**config.mk**
```make
export PLATFORM = sky130hd
export DESIGN_NAME = hazard_flush_ctrl
export DESIGN_NICKNAME = d
export VERILOG_FILES = /design/src/rtl/hazard_pkg.sv /design/src/rtl/load_use_detect.sv /design/src/rtl/hazard_flush_ctrl.sv
export SDC_FILE = /design/constraint.sdc
export NUM_CORES = 1
export LEC_CHECK = 0
export CAP_MARGIN = 20
export CORE_UTILIZATION = 38
export CTS_CLUSTER_SIZE = 30
export DETAILED_ROUTE_END_ITERATION = 10
export PLACE_DENSITY = 0.75
export SLEW_MARGIN = 40
export SYNTH_ARGS = -nofsm -noshare
export SYNTH_HDL_FRONTEND = slang
export SYNTH_HIERARCHICAL = 1
export SYNTH_SLANG_ARGS = --single-unit
```
**constraint.sdc**
```tcl
create_clock -name clk -period 1.95 [get_ports clk]
set_input_delay 0.585 -clock clk [delete_from_list [all_inputs] [get_ports clk]]
set_output_delay 0.585 -clock clk [all_outputs]
set_load 0.02 [all_outputs]
```
**src/rtl/hazard_pkg.sv**
```systemverilog
// Shared definitions for the ID-stage hazard/flush controller: FSM encoding,
// default register address width and the debug stall-counter width.
package hazard_pkg;

  localparam int REG_AW = 3;
  localparam int SC_W   = 16;

  typedef enum logic [1:0] {
    ST_RUN   = 2'd0,
    ST_STALL = 2'd1,
    ST_FLUSH = 2'd2
  } state_t;

endpackage

```
**src/rtl/load_use_detect.sv**
```systemverilog
// Combinational load-use comparator: the EX load writes a register that the
// ID instruction actually reads. Register 0 is hardwired and never conflicts.
module load_use_detect #(
  parameter int REG_AW = 3
) (
  input  logic [REG_AW-1:0] id_rs,
  input  logic [REG_AW-1:0] id_rt,
  input  logic              id_uses_rs,
  input  logic              id_uses_rt,
  input  logic              ex_memRead,
  input  logic [REG_AW-1:0] ex_rd,
  output logic              hazard
);

  logic rs_hit;
  logic rt_hit;

  assign rs_hit = id_uses_rs && (id_rs == ex_rd);
  assign rt_hit = id_uses_rt && (id_rt == ex_rd);
  assign hazard = ex_memRead && (ex_rd != '0) && (rs_hit || rt_hit);

endmodule

```
**src/rtl/hazard_flush_ctrl.sv**
```systemverilog
// Hazard controller beside ID: Mealy stall/flush enables for load-use hazards,
// taken branches and jumps, with an FSM stretching multi-cycle windows.
module hazard_flush_ctrl
  import hazard_pkg::*;
#(
  parameter int REG_AW            = hazard_pkg::REG_AW,
  parameter int LOAD_STALL_CYCLES = 1,
  parameter int FLUSH_CYCLES      = 1
) (
  input  logic              clk,
  input  logic              rst,
  input  logic [REG_AW-1:0] id_rs,
  input  logic [REG_AW-1:0] id_rt,
  input  logic              id_uses_rs,
  input  logic              id_uses_rt,
  input  logic              ex_memRead,
  input  logic [REG_AW-1:0] ex_rd,
  input  logic              ex_branch_taken,
  input  logic              id_jump,
  output logic              pc_write,
  output logic              ifid_write,
  output logic              ifid_flush,
  output logic              ctrl_flush_sel,
  output logic              busy,
  output logic [SC_W-1:0]   stall_count
);

  localparam logic [2:0] STALL_REM = 3'(LOAD_STALL_CYCLES - 1);
  localparam logic [2:0] FLUSH_REM = 3'(FLUSH_CYCLES - 1);

  state_t     state;
  state_t     state_nxt;
  logic [2:0] rem;
  logic [2:0] rem_nxt;
  logic       hazard;
  logic       pc_write_c;
  logic       ifid_write_c;
  logic       ifid_flush_c;
  logic       ctrl_flush_c;

  load_use_detect #(
    .REG_AW (REG_AW)
  ) u_detect (
    .id_rs      (id_rs),
    .id_rt      (id_rt),
    .id_uses_rs (id_uses_rs),
    .id_uses_rt (id_uses_rt),
    .ex_memRead (ex_memRead),
    .ex_rd      (ex_rd),
    .hazard     (hazard)
  );

  always_ff @(posedge clk or posedge rst) begin
    if (rst) begin
      state <= ST_RUN;
      rem   <= '0;
    end else begin
      state <= state_nxt;
      rem   <= rem_nxt;
    end
  end

  always_comb begin
    state_nxt    = state;
    rem_nxt      = rem;
    pc_write_c   = 1'b1;
    ifid_write_c = 1'b1;
    ifid_flush_c = 1'b0;
    ctrl_flush_c = 1'b0;

    // A taken branch wins in every state: whatever sits in ID is wrong-path.
    if (ex_branch_taken) begin
      ifid_flush_c = 1'b1;
      ctrl_flush_c = 1'b1;
      if (FLUSH_CYCLES > 1) begin
        state_nxt = ST_FLUSH;
        rem_nxt   = FLUSH_REM;
      end else begin
        state_nxt = ST_RUN;
        rem_nxt   = '0;
      end
    end else begin
      case (state)
        ST_RUN: begin
          if (hazard) begin
            pc_write_c   = 1'b0;
            ifid_write_c = 1'b0;
            ctrl_flush_c = 1'b1;
            if (LOAD_STALL_CYCLES > 1) begin
              state_nxt = ST_STALL;
              rem_nxt   = STALL_REM;
            end
          end else if (id_jump) begin
            ifid_flush_c = 1'b1;
          end
        end
        ST_STALL: begin
          pc_write_c   = 1'b0;
          ifid_write_c = 1'b0;
          ctrl_flush_c = 1'b1;
          rem_nxt      = rem - 3'd1;
          if (rem == 3'd1) state_nxt = ST_RUN;
        end
        ST_FLUSH: begin
          ifid_flush_c = 1'b1;
          ctrl_flush_c = 1'b1;
          rem_nxt      = rem - 3'd1;
          if (rem == 3'd1) state_nxt = ST_RUN;
        end
        default: begin
          state_nxt = ST_RUN;
          rem_nxt   = '0;
        end
      endcase
    end
  end

  // Reset forces a safe frozen pipeline regardless of clock.
  assign pc_write       = rst ? 1'b0 : pc_write_c;
  assign ifid_write     = rst ? 1'b0 : ifid_write_c;
  assign ifid_flush     = rst ? 1'b1 : ifid_flush_c;
  assign ctrl_flush_sel = rst ? 1'b1 : ctrl_flush_c;
  assign busy           = !rst && (state != ST_RUN);

  always_ff @(posedge clk or posedge rst) begin
    if (rst) begin
      stall_count <= '0;
    end else if (ctrl_flush_sel && (stall_count != '1)) begin
      stall_count <= stall_count + SC_W'(1);
    end
  end

endmodule

```
==> results of run 1 <==
critical path: cells and delay by family:
| family | cells | cell delay, ns |
|---|---|---|
| AO/OA/AOI/OAI | 2 | 0.31 |
| AND/OR/NAND/NOR | 1 | 0.34 |
| buffers and inverters | 2 | 0.24 |
power by group through the flow:
stage	logic [W]	clock network [W]	registers, W
global placement	0.000540	0	0.000530
detailed placement	0.000554	0	0.000533
global route	0.000573	0.000246	0.000544
CTS	0.000522	0.000229	0.000528
finish	0.000522	0.000225	0.000526
floorplan	0.000210	0	0.000619
routing by layer:
metal	GRT usage (%)	routed length, um
met1	21.5	811
met3	3.03	109
met4	8.33	47
met2	33.1	1090
met5	0	0
cells in the final DEF (no fill, tap or decap), drive strengths merged, types with 2 or more instances in the layout:
| cell | netlist | routed |
|---|---|---|
| nor3 | 5 | 5 |
| dfrtp | 16 | 16 |
| and3 | 3 | 3 |
| nand3 | 4 | 4 |
| dlygate4sd2 | 0 | 10 |
| xor2 | 7 | 7 |
| clkbuf | 2 | 4 |
| mux2 | 2 | 2 |
| dlymetal6s2s | 0 | 8 |
| nand2 | 4 | 4 |
| nand4 | 7 | 7 |
| xnor2 | 11 | 11 |
| nor2 | 3 | 3 |
| buf | 3 | 18 |
| inv | 4 | 4 |
| a21oi | 5 | 5 |
| clkdlybuf4s50 | 0 | 4 |
final timing paths:
kind	startpoint	endpoint	slack, ns	cells after the start
max	ex_rd[1]	ctrl_flush_sel	-0.11	5
max reg2reg	stall_count[0]$_DFFE_PP0P_	stall_count[9]$_DFFE_PP0P_	0.17	5
min reg2reg	stall_count[15]$_DFFE_PP0P_	stall_count[15]$_DFFE_PP0P_	0.52	1
min	rst	stall_count[3]$_DFFE_PP0P_	0.48	3
min in group clk	stall_count[15]$_DFFE_PP0P_	stall_count[15]$_DFFE_PP0P_	0.52	1
max in group asynchronous	rst	stall_count[8]$_DFFE_PP0P_	1.29	3
Yosys cell counts:
| cell | n |
|---|---|
| a21boi_1 | 1 |
| or3_1 | 1 |
| nor4_1 | 1 |
| nand3_1 | 4 |
| o211ai_1 | 1 |
| inv_1 | 4 |
| or4_4 | 1 |
| mux2_2 | 2 |
| nand4b_1 | 1 |
| and2_1 | 1 |
| conb_1 | 1 |
| buf_4 | 2 |
| o31ai_1 | 1 |
| xnor2_1 | 11 |
| xor2_1 | 7 |
| nor3b_1 | 1 |
| nand4_4 | 1 |
| buf_6 | 1 |
| nor2_1 | 3 |
| a31oi_1 | 1 |
| and3_1 | 3 |
| nor3_1 | 5 |
| dfrtp_1 | 16 |
| a21oi_1 | 5 |
| clkbuf_1 | 2 |
| nand2_1 | 4 |
| ha_1 | 1 |
| nand4_1 | 6 |
| and4b_1 | 1 |
through the flow:
stage	hold WS, ns	total power, W
CTS	0.484	0.00128
global route	0.501	0.00136
finish	0.477	0.00127
floorplan	0.507	0.000828
detailed placement	0.504	0.00109
global placement	0.489	0.00107
kinds of logic (layout without fill, tap and decap cells):
kind of cell             after synthesis  count (layout)
AO/OA/AOI/OAI                          9               9
adder cells (fa/ha/maj)                1               1
XOR/XNOR                              18              18
other                                  1               1
multiplexers                           2               2
AND/OR/NAND/NOR                       33              33
flip-flops                            16              16
buffers and inverters                  9              48
cell type report:
type                    count  area share [%]
inverters                   4            1.09
repair buffers             40            27.5
flip-flops and latches     16            29.0
clock buffers               4            2.63
well taps                  28            2.54
multi-input cells          64            37.2
timing repair:
action,CTS,global route
buffers inserted,0,0
hold buffers,0,0
pin swaps,9,6
gates cloned,0,0
setup endpoints to repair,25,15
gates resized for setup,76,15
==> metrics, run 1 <==
number of fill cells in the layout=213; Post-Route Utilization=roughly three fifths; Avg Inst Size Synth=roughly 10 um2; Die X=slightly above 50 um; share of the synthesized area in the top cell type=44.3%; Detailed Place HPWL=between 1500 and 2000 um; critical path's largest stage delay=about 0.34 ns; initial antenna violation count=0; Synth Area in XOR/XNOR=17.4%; Post-Synth Adder-Cell Area=1.38%; setup TNS=-0.245 ns; GRT Residual Overflow=0; first-pass GRT wire length=approximately 3500 um; number of global-route vias before repair=797; sw frac=38.2%; CP cell instances=buf_8, o31ai_4, a21oi_2, or3_4, buf_6; First DRT Iteration DRCs=12; failing checks=setup timing; first-pass iteration count of the detailed router=3; Min-Delay Path Class=input port to asynchronous set/reset pin; antenna-violating nets left=0; power share of the sequential group=between 40% and 50%; final setup vio count=4; multi-input logic area=514 um2; Non-Filler Cell Area, Final=roughly 1400 um2; Final WS setup=-0.109 ns; compound-cell area share of the yosys netlist=5.95%; Synth Instances=~90; mux share of post-synthesis cell area=2.49%; outcome=complete, but fails checks; CTS tree=yes; clk sinks=16; Critical Path Start Type=input port; leading post-synthesis cells by cell area=dfrtp_1 (44%), xnor2_1 (11%), xor2_1 (6.8%); crit end category=output port; pre-CTS WS=-1.01 ns; Mapped Area=around 900 um2; Port Buf Inserts=35; clock skew=0.00421 ns; largest net degree at the start of global routing=17; Largest Register=stall_count; Peak Freq=between 0.4 and 0.5 GHz; IO Pins=37; RSZ-0062 raised after global routing=true; Syn. warnings=6; simple logic cell fraction of the synthesized area=22.7%; Initial Util=40.5%; Synth area leader=dfrtp_1; via count=between 800 and 900; max-slew violations=0; largest family of logic cells by synthesized area=simple AND/OR/NAND/NOR gates; clock latency on the worst-skew pair=0.30 ns; flops & latches, synth=16; CTS clk-pin slew, worst paths=0.10 ns; Cells after DPL=approximately 150; DR WL/cell=roughly 13 um; total CTS buffers=3; Largest register FFs=16; layout cells sized above 1=approximately 28%; Register Area=roughly 400 um2; Area Growth Syn to Fin=52.7%; Synth cell types=29; Core Rows=17; fin cells=156; die area=~2600 um2; Gate power share=41.0%; measured slew at the worst slew-check pin=~0.56 ns; clk buf depth=2; DRT Wirelength=around 2100 um; switching pwr=0.000486 W; syn nets=between 100 and 150; biggest regs=stall_count (16); crit path time final=2.06 ns; Setup Crit Path Kind=input port to output port; Slowest-stage cell, CP=or3_4; vias per inst=between 5 and 6; Internal=0.000787 W; Tcrit/Tclk final=106%; placed instance area=~1300 um2; Pleak=around 0.74 nW; H-tree Lvls=1; CP Max Fanout=3; Worst VDD drop=0.590 mV; n_diodes=0; Root Driver=clkbuf_4; PD cells=922 nW/um2; # DRC=0; Core Box Area=~2200 um2; Final Hold Fails=0; fin nets=~150; Clk pwr share=between 15 and 20%; critical path data required time=1.36 ns; worst rel slew slack=62.7%; placer congestion estimate=~0.76; max_cap viols=0; GR Util All Layers=around 19%; post-synthesis sequential area ratio=between 40% and 50%; Die H=50.8 um; CP arrival=approximately 1.5 ns
Power figures use the tool's default switching activity.
==> run 2: changes to the inputs <==
--- a/config.mk
+++ b/config.mk
@@ -9,7 +9,7 @@
 export CORE_UTILIZATION = 38
 export CTS_CLUSTER_SIZE = 30
 export DETAILED_ROUTE_END_ITERATION = 10
-export PLACE_DENSITY = 0.75
+export PLACE_DENSITY = 0.73
 export SLEW_MARGIN = 40
 export SYNTH_ARGS = -nofsm -noshare
 export SYNTH_HDL_FRONTEND = slang
==> run 2 against run 1 <==
  * The flow still finishes with violations (setup timing)
  * Clock power down 4%
  * Total power down 1.4%
  * Flip-flop and latch count unchanged
  * Global-route usage down 0.79 points
  * Combinational power down 2%
  * Worst setup slack better by 0.0013 ns
  * Count of clock-buffer cells in the layout unchanged
  * Sequential share of layout area up 0.13 points
  * Final cell count unchanged
==> metrics, run 2 (synthesis results as in run 1) <==
reg-to-reg startpoint=stall_count[0]$_DFFE_PP0P_; clk buf depth=2; clk sinks=16; switching pwr=approximately 0.00047 W; Die H=just over 50 um; via count=801; Clk pwr share=between 10% and 20%; number of global-route vias before repair=about 800; max_cap viols=0; crit path time final=between 2 and 2.5 ns; Fin Hold WS=around 0.50 ns; biggest regs=stall_count (16); Tcrit/Tclk final=106%; Initial Util=approximately two fifths; first-pass GRT wire length=about 3400 um; vias per inst=about 5.1; RSZ-0062 raised after global routing=true; CTS clk-pin slew, worst paths=around 0.090 ns; Gate power share=about two fifths; Slowest-stage cell, CP=or3_4; sw frac=between 30% and 40%; First DRT Iteration DRCs=4; Critical Path Start Type=input port; clock skew=0.00111 ns; Detailed Place HPWL=around 1500 um; RR Endpoint=stall_count[9]$_DFFE_PP0P_; Pleak=~0.71 nW; # DRC=0; CP arrival=roughly 1.5 ns; outcome=complete, but fails checks; initial antenna violation count=0; Min-Delay Path Class=input port to asynchronous set/reset pin; layout cells sized above 1=28.9%; worst r2r path cells=5; Bufs and invs on worst path=2; PD cells=between 900 and 1000 nW/um2; CP cell instances=buf_8, o31ai_4, a21oi_2, or3_4, buf_6; Largest Register=stall_count; Final Hold Fails=0; final setup vio count=4; IO Pins=37; CTS tree=yes; setup TNS=-0.313 ns; Peak Freq=0.486 GHz; die area=around 2600 um2; crit end category=output port; max-slew violations=0; placer congestion estimate=approximately 0.75; Worst VDD drop=0.534 mV; Port Buf Inserts=35; DRT Wirelength=roughly 2000 um; Core Box Area=2230 um2; critical path data required time=between 1 and 1.5 ns; Top delay family on crit path=simple AND/OR/NAND/NOR gates; commonest non-fill, non-tap cells in the layout=dfrtp_1 (16), xnor2_1 (9), dlygate4sd2_1 (9); Die X=around 51 um; Setup Crit Path Kind=input port to output port; failing checks=setup timing; critical path's largest stage delay=about 0.34 ns; most common cell after layout, fill and taps aside=dfrtp_1; Internal=around 0.00078 W; H-tree Lvls=1; clock latency on the worst-skew pair=~0.28 ns; n_diodes=0; GR Util All Layers=~18%; first-pass iteration count of the detailed router=4; GRT Residual Overflow=0; Final WS setup=-0.108 ns; Area Growth Syn to Fin=52.0%; largest net degree at the start of global routing=17; Largest register FFs=16; Root Driver=clkbuf_4; total CTS buffers=3; DR WL/cell=between 10 and 15 um; antenna-violating nets left=0; Core Rows=17; CP Max Fanout=3; worst reg-to-reg setup slack=0.17 ns; power share of the sequential group=41.7%; fin nets=between 100 and 150
## run 2: cell count changes in the layout (fill, tap and decap cells not counted), sizes merged
cell,before,now
clkdlybuf4s15,0,2
clkdlybuf4s50,4,5
dlygate4sd2,10,9
dlymetal6s2s,8,6
## run 2: worst max-delay path by stage
| stage | start | to | cells after the start |
|---|---|---|---|
| after CTS | ex_rd[2] | ctrl_flush_sel | 5 |
| after global placement | ex_rd[2] | ctrl_flush_sel | 6 |
| after global routing | ex_rd[1] | ctrl_flush_sel | 6 |
| final | ex_rd[2] | ctrl_flush_sel | 5 |
| after floorplan | ex_rd[1] | stall_count[9]$_DFFE_PP0P_ | 8 |
| after detailed placement | ex_rd[2] | ctrl_flush_sel | 6 |
## run 2: metrics by stage
stage               setup WS (ns)  util, %  area, um2  instances  power, W
floorplan                  -0.121        -        951         89  0.000828
global placement           -0.977     59.1       1320        152   0.00106
detailed placement          -1.03     59.1       1320        152   0.00108
CTS                        -0.155     59.8       1340        156   0.00127
global route               -0.147     61.6       1380        156   0.00134
finish                     -0.108     61.6       1380        156   0.00125
## run 2: tightest hold or removal path, stage by stage
cell and delay, ns:
dlygate4sd2_1 0.27, inv_1 0.07, buf_4 0.23
## run 2: layout make-up
cell class | instances | area [um2]
fillers | 217 | 858
multi-input cells | 64 | 518
flip-flops and latches | 16 | 400
repair buffers | 40 | 370
clock buffers | 4 | 36.3
well taps | 28 | 35.0
inverters | 4 | 15.0
## run 2: timing repair
item	4_1_cts	5_1_grt
buffers inserted	0	0
pin swaps	12	3
endpoints found under the setup margin	26	14
hold endpoints to repair	0	0
hold buffers	0	0
gates resized for setup	78	11
## run 2: power groups by stage
stage / combinational, W / sequential, W / clock [W]
6_report: 0.000514 / 0.000524 / 0.000217
4_1_cts: 0.000513 / 0.000527 / 0.000229
5_1_grt: 0.000562 / 0.000539 / 0.000238
3_5_place_dp: 0.000546 / 0.000533 / 0
3_3_place_gp: 0.000534 / 0.000529 / 0
2_1_floorplan: 0.000210 / 0.000619 / 0
## run 2: metal layers
metal  vias up  GRT usage, %  part of all wire [%]
met3         2          2.73                   3.8
met2        31          31.1                    55
li1        390             -                     -
met1       378          21.7                    40
met5         -             0                     0
met4         0          6.94                  0.80
